`config.mk`:
```
export PLATFORM = sky130hd
export DESIGN_NAME = microcode_sequencer
export DESIGN_NICKNAME = d
export VERILOG_FILES = /design/src/rtl/microcode_sequencer.sv
export SDC_FILE = /design/constraint.sdc
export NUM_CORES = 1
export LEC_CHECK = 0
export CAP_MARGIN = 5
export CORE_MARGIN = 8
export CORE_UTILIZATION = 36
export DETAILED_ROUTE_END_ITERATION = 10
export PLACE_DENSITY_LB_ADDON = 0.2
export SKIP_LAST_GASP = 1
export SLEW_MARGIN = 20
export SYNTH_ARGS = -nofsm -noshare
export SYNTH_HDL_FRONTEND = slang
export SYNTH_SLANG_ARGS = --single-unit
export TNS_END_PERCENT = 20
```
`constraint.sdc`:
```
create_clock -name clk -period 2.1 [get_ports clk]
set_clock_uncertainty 0.05 [all_clocks]
set_input_delay 0.315 -clock clk [delete_from_list [all_inputs] [get_ports clk]]
set_output_delay 0.315 -clock clk [all_outputs]
set_load 0.01 [all_outputs]
```
`src/rtl/microcode_sequencer.sv`:
```
// Microcode sequencer: owns the micro-PC, fetches 64-bit microwords from the
// EPROM, and computes the next micro-address from each word's sequencing field.
// Optional return stack for CALL/RETURN is enabled by defining MCSEQ_STACK_EN;
// without it CALL behaves as JUMP, RETURN as NEXT and stk_err stays low.
module microcode_sequencer #(
  parameter logic [7:0] RESET_VEC   = 8'h00,
  parameter int         WAIT_STATES = 0,
  parameter int         STACK_DEPTH = 4
) (
  input  logic        clk,
  input  logic        reset,
  output logic        _mc_cs,
  output logic        _mc_oe,
  output logic [7:0]  mc_addr,
  input  logic [63:0] mc_data,
  input  logic [7:0]  opcode,
  input  logic [7:0]  cond,
  input  logic        stall,
  input  logic        start,
  output logic [63:0] uinst,
  output logic        uinst_valid,
  output logic [7:0]  upc,
  output logic        halted,
  output logic        stk_err
);

  typedef enum logic [1:0] {ST_FETCH, ST_EXEC, ST_HALTED} state_t;

  localparam logic [2:0] SEQ_JUMP     = 3'd1;
  localparam logic [2:0] SEQ_CBRANCH  = 3'd2;
  localparam logic [2:0] SEQ_DISPATCH = 3'd3;
  localparam logic [2:0] SEQ_CALL     = 3'd4;
  localparam logic [2:0] SEQ_RETURN   = 3'd5;
  localparam logic [2:0] SEQ_HALT     = 3'd6;
  localparam logic [2:0] WAIT_LAST    = 3'(WAIT_STATES);

  // Reject configurations the wait counter or stack cannot represent.
  if (WAIT_STATES < 0 || WAIT_STATES > 7) begin : g_bad_wait
    $error("microcode_sequencer: WAIT_STATES must be 0..7");
  end
  if (STACK_DEPTH < 1) begin : g_bad_depth
    $error("microcode_sequencer: STACK_DEPTH must be at least 1");
  end

  state_t      state_reg, state_next;
  logic [2:0]  wait_cnt_reg, wait_cnt_next;
  logic [7:0]  upc_reg, upc_next;
  logic [63:0] uinst_reg, uinst_next;
  logic        stk_err_reg, stk_err_next;

  // Sequencing fields of the latched microword.
  logic [7:0] target;
  logic [7:0] upc_inc;
  logic [2:0] seq_op;
  logic [2:0] cond_sel;
  logic       cond_inv;
  logic       cond_hit;

  assign target   = uinst_reg[7:0];
  assign seq_op   = uinst_reg[10:8];
  assign cond_sel = uinst_reg[13:11];
  assign cond_inv = uinst_reg[14];
  assign upc_inc  = upc_reg + 8'd1;
  assign cond_hit = cond[cond_sel] ^ cond_inv;

`ifdef MCSEQ_STACK_EN
  localparam int SP_W  = $clog2(STACK_DEPTH + 1);
  localparam int IDX_W = (STACK_DEPTH > 1) ? $clog2(STACK_DEPTH) : 1;

  logic [7:0]             stack_reg [STACK_DEPTH];
  logic [SP_W-1:0]        sp_reg, sp_next;
  logic [STACK_DEPTH-1:0] push_sel;
  logic [IDX_W-1:0]       top_idx;
  logic                   advance;
  logic                   stack_full;
  logic                   stack_empty;
  logic                   push;
  logic                   pop;
  logic [7:0]             pop_addr;

  assign advance     = (state_reg == ST_EXEC) && !stall;
  assign stack_full  = (sp_reg == SP_W'(STACK_DEPTH));
  assign stack_empty = (sp_reg == '0);
  // Overflowing CALLs still jump but their return address is discarded.
  assign push        = advance && (seq_op == SEQ_CALL) && !stack_full;
  assign pop         = advance && (seq_op == SEQ_RETURN) && !stack_empty;
  assign top_idx     = IDX_W'(sp_reg - SP_W'(1));
  assign pop_addr    = stack_reg[top_idx];

  for (genvar gi = 0; gi < STACK_DEPTH; gi++) begin : g_push_sel
    assign push_sel[gi] = push && (sp_reg == SP_W'(gi));
  end

  // Write the return address into the slot the stack pointer names.
  always_ff @(posedge clk) begin
    for (int i = 0; i < STACK_DEPTH; i++) begin
      if (push_sel[i]) stack_reg[i] <= upc_inc;
    end
  end

  // Stack pointer moves up on push, down on pop.
  always_comb begin
    sp_next = sp_reg;
    if (push)     sp_next = sp_reg + SP_W'(1);
    else if (pop) sp_next = sp_reg - SP_W'(1);
  end

  // Stack pointer register.
  always_ff @(posedge clk) begin
    if (reset) sp_reg <= '0;
    else       sp_reg <= sp_next;
  end
`endif

  // Next-state, next micro-PC and microword capture.
  always_comb begin
    state_next    = state_reg;
    wait_cnt_next = wait_cnt_reg;
    upc_next      = upc_reg;
    uinst_next    = uinst_reg;
    stk_err_next  = stk_err_reg;
    case (state_reg)
      ST_FETCH: begin
        if (wait_cnt_reg == WAIT_LAST) begin
          uinst_next    = mc_data;
          wait_cnt_next = '0;
          state_next    = ST_EXEC;
        end else begin
          wait_cnt_next = wait_cnt_reg + 3'd1;
        end
      end
      ST_EXEC: begin
        if (!stall) begin
          state_next = ST_FETCH;
          case (seq_op)
            SEQ_JUMP:     upc_next = target;
            SEQ_CBRANCH:  upc_next = cond_hit ? target : upc_inc;
            SEQ_DISPATCH: upc_next = opcode;
            SEQ_CALL: begin
              upc_next = target;
`ifdef MCSEQ_STACK_EN
              if (stack_full) stk_err_next = 1'b1;
`endif
            end
            SEQ_RETURN: begin
`ifdef MCSEQ_STACK_EN
              if (stack_empty) begin
                upc_next     = RESET_VEC;
                stk_err_next = 1'b1;
              end else begin
                upc_next = pop_addr;
              end
`else
              upc_next = upc_inc;
`endif
            end
            SEQ_HALT: begin
              upc_next   = upc_inc;
              state_next = ST_HALTED;
            end
            default:      upc_next = upc_inc;
          endcase
        end
      end
      ST_HALTED: begin
        if (start) state_next = ST_FETCH;
      end
      default: state_next = ST_FETCH;
    endcase
  end

  // State and datapath registers with synchronous reset.
  always_ff @(posedge clk) begin
    if (reset) begin
      state_reg    <= ST_FETCH;
      wait_cnt_reg <= '0;
      upc_reg      <= RESET_VEC;
      uinst_reg    <= '0;
      stk_err_reg  <= 1'b0;
    end else begin
      state_reg    <= state_next;
      wait_cnt_reg <= wait_cnt_next;
      upc_reg      <= upc_next;
      uinst_reg    <= uinst_next;
      stk_err_reg  <= stk_err_next;
    end
  end

  // EPROM is only selected while fetching, and never during a reset cycle.
  assign _mc_cs      = reset || (state_reg != ST_FETCH);
  assign _mc_oe      = reset || (state_reg != ST_FETCH);
  assign mc_addr     = upc_reg;
  assign uinst       = uinst_reg;
  assign uinst_valid = (state_reg == ST_EXEC);
  assign upc         = upc_reg;
  assign halted      = (state_reg == ST_HALTED);
  assign stk_err     = stk_err_reg;

endmodule

```
==> results.json <==
{
  "status": "finished clean",
  "die_w_um": 114,
  "p_switching_mw": 1.06,
  "antenna_cells": 0,
  "clock_latency_ns": 0.35,
  "cp.required_ns": 2.30,
  "syn_nets": 532,
  "synth_top_family_by_area": "simple AND/OR/NAND/NOR gates",
  "rrSetupSlack_ns": 0.07,
  "syn_avg_cell_area_sq_um": 7.73,
  "rows": 35,
  "yosys_warnings": 0,
  "drt_iter0_markers": 211,
  "pwr-share-comb": 0.233,
  "cts_inserted_buffers": 9,
  "drt_wl_total_um": 11900,
  "cpMaxStageDelayCell": "mux4_2",
  "fmax_mhz": 492,
  "yosys-top-cells-count": "137 x nand2_1, 83 x a21oi_1, 77 x dfxtp_1",
  "synth_ff_type": "dfxtp_1",
  "ys_ff_latch": 77,
  "finalCriticalPeriod_ns": 2.03,
  "placed_area_sq_mm": 0.00519,
  "grtUsageTotal": 0.182,
  "coreArea_sq_mm": 0.00924,
  "finalSetupViolations": 0,
  "grt.overflow.total": 0,
  "gp_congestion": 0.880,
  "cp-end-kind": "register",
  "crit_type": "register to register",
  "hold_depth": 4,
  "power_density_mw_per_mm2": 697,
  "grt_max_degree": 71,
  "synth_top_cell_area_share": 0.448,
  "worst_slew_pin_slew_ns": 0.759,
  "p_seq_frac": 0.439,
  "rr_worst_depth": 5,
  "synth_simple_gate_area_frac": 0.216,
  "cp_top_family": "multiplexers",
  "wl_per_cell_um": 16.3,
  "initial_core_util": 0.372,
  "cp-start-kind": "register",
  "p_sw_frac": 0.282,
  "cp.depth": 5,
  "cts.htree.levels": 3,
  "finalCritPeriodShare": 0.968,
  "cp.arrival_ns": 2.23,
  "design_area_sq_mm": 0.00541,
  "ys_types": 40,
  "pin_count": 169,
  "ys_async_sr_fraction": 0,
  "hp-class": "input port to register",
  "fillers": 831,
  "largest_reg_flops": 64,
  "vias_per_cell": 5.02,
  "synth_edf_count": 0,
  "setup_ws_ns": 0.0670,
  "dp_slack_ns": -0.271,
  "drv_cap": 0,
  "vdd_drop_max_uv": 441,
  "hold_viol": 0,
  "grt_pass1_wl_um": 18900,
  "cts_sinks": 77,
  "synth_xor_area_frac": 0.0309,
  "path_buf_inv": 0,
  "slew_headroom": 0.494,
  "clockRootBuffer": "clkbuf_8",
  "hp-start": "reset",
  "synth_area_leaders": "dfxtp_1 45%, nand2_1 15%, a21oi_1 12%",
  "crit-reg2reg-launch": "uinst[12]$_SDFFE_PP0P_",
  "crit_path_start": "uinst[12]$_SDFFE_PP0P_",
  "cts_hold_buf": 0,
  "tritoncts": "built",
  "crit_fanout": 4,
  "cp_cell_sequence": "mux4_2 > mux2i_4 > xor2_4 > mux2_4 > o211a_1",
  "dpl.hpwl_um": 8700,
  "synth-compound-area-share": 0.201,
  "synthMuxAreaShare": 0.0291,
  "drtPass1Iterations": 5,
  "p_leak_nw": 2.08,
  "max_stage_delay_ns": 0.55,
  "rsz0062_at_grt": "true",
  "num_vias": 3678,
  "hold_slack_ns": 0.321,
  "clk_pin_slew_ns": 0.09,
  "p_int_mw": 2.71,
  "die_h_um": 114,
  "drive_gt1_frac": 0.0713,
  "first_global_vias": 3635,
  "area_growth_pct": 57.3,
  "synth_fa_ha_area_frac": 0.0109,
  "portBuffers": 167,
  "total_power_mw": 3.77,
  "yosys.area.top_type": "dfxtp_1",
  "die_area_sq_mm": 0.0129,
  "yosys.cell_count.top_type": "nand2_1",
  "pwr-share-clk": 0.328,
  "yosysSeqAreaShare": 0.448,
  "drv_slew": 0,
  "postSynthCellCount": 445,
  "ant_nets": 0,
  "cts_buffer_depth": 2,
  "netlist_area_sq_mm": 0.00344,
  "antenna_found_initial": 1,
  "nets": 686,
  "drc": 0
}
worst paths after layout:
check                       endpoint
max          mc_addr[2]$_SDFFE_PP0P_
min          mc_addr[7]$_SDFFE_PP0P_
max reg2reg  mc_addr[2]$_SDFFE_PP0P_
min reg2reg   uinst[61]$_SDFFE_PP0P_
worst reg2reg max path, stage by stage (launching register included):
cell     delay (ns)
dfxtp_2        0.38
mux4_2         0.55
mux2i_4        0.26
xor2_4         0.18
mux2_4         0.31
o211a_1        0.20
per-stage QoR:
| stage | instances | util | setup TNS [ns] |
|---|---|---|---|
| global route | 732 | 0.586 | -0.00652 |
| global placement | 717 | 0.562 | -1.03 |
| detailed placement | 717 | 0.562 | -1.83 |
| floorplan | 445 | - | 0 |
| CTS | 732 | 0.585 | 0 |
| finish | 732 | 0.586 | 0 |
what timing repair did:
item	CTS	global route
buffers inserted	0	0
gates resized for setup	2	1
endpoints found under the setup margin	1	4
final cells by class:
type	count	area, sq um	share of cell area
Tap cell	129	161	0.0298
Clock inverter	6	87.6	0.0162
Inverter	8	30.0	0.00555
Timing Repair Buffer	181	1770	0.327
Clock buffer	9	124	0.0229
Multi-Input combinational cell	322	1690	0.313
Sequential cell	77	1550	0.286
cells by family after synthesis:
logic type      after synthesis
other cells                   1
simple gates                180
xor+xnor                     10
buf+inv                      46
flops                        77
compound gates              123
mux                           5
fa+ha+maj                     3
power by group through the flow:
stage	clock network [mW]	registers [mW]	logic, mW
detailed placement	0	1.69	0.877
floorplan	0	1.71	0.364
CTS	1.27	1.65	0.884
global placement	0	1.68	0.864
global route	1.35	1.67	0.957
finish	1.24	1.66	0.879
placed cells by master (no fill, tap or decap), types with 8 or more instances in the layout:
| master | instances |
|---|---|
| nor3_1 | 9 |
| nor2_1 | 8 |
| clkbuf_8 | 9 |
| clkdlybuf4s50_1 | 166 |
| buf_4 | 14 |
| dfxtp_1 | 74 |
| a21oi_1 | 83 |
| inv_1 | 8 |
| nand2_1 | 136 |
| o21ai_0 | 17 |
per-layer routing:
layer	GRT usage	vias up	part of all wire
li1	-	1797	-
met1	0.205	1717	0.40
met2	0.302	143	0.48
met3	0.0782	19	0.099
met4	0.0568	2	0.017
met5	0	-	0.00084
Power figures use the tool's default switching activity.
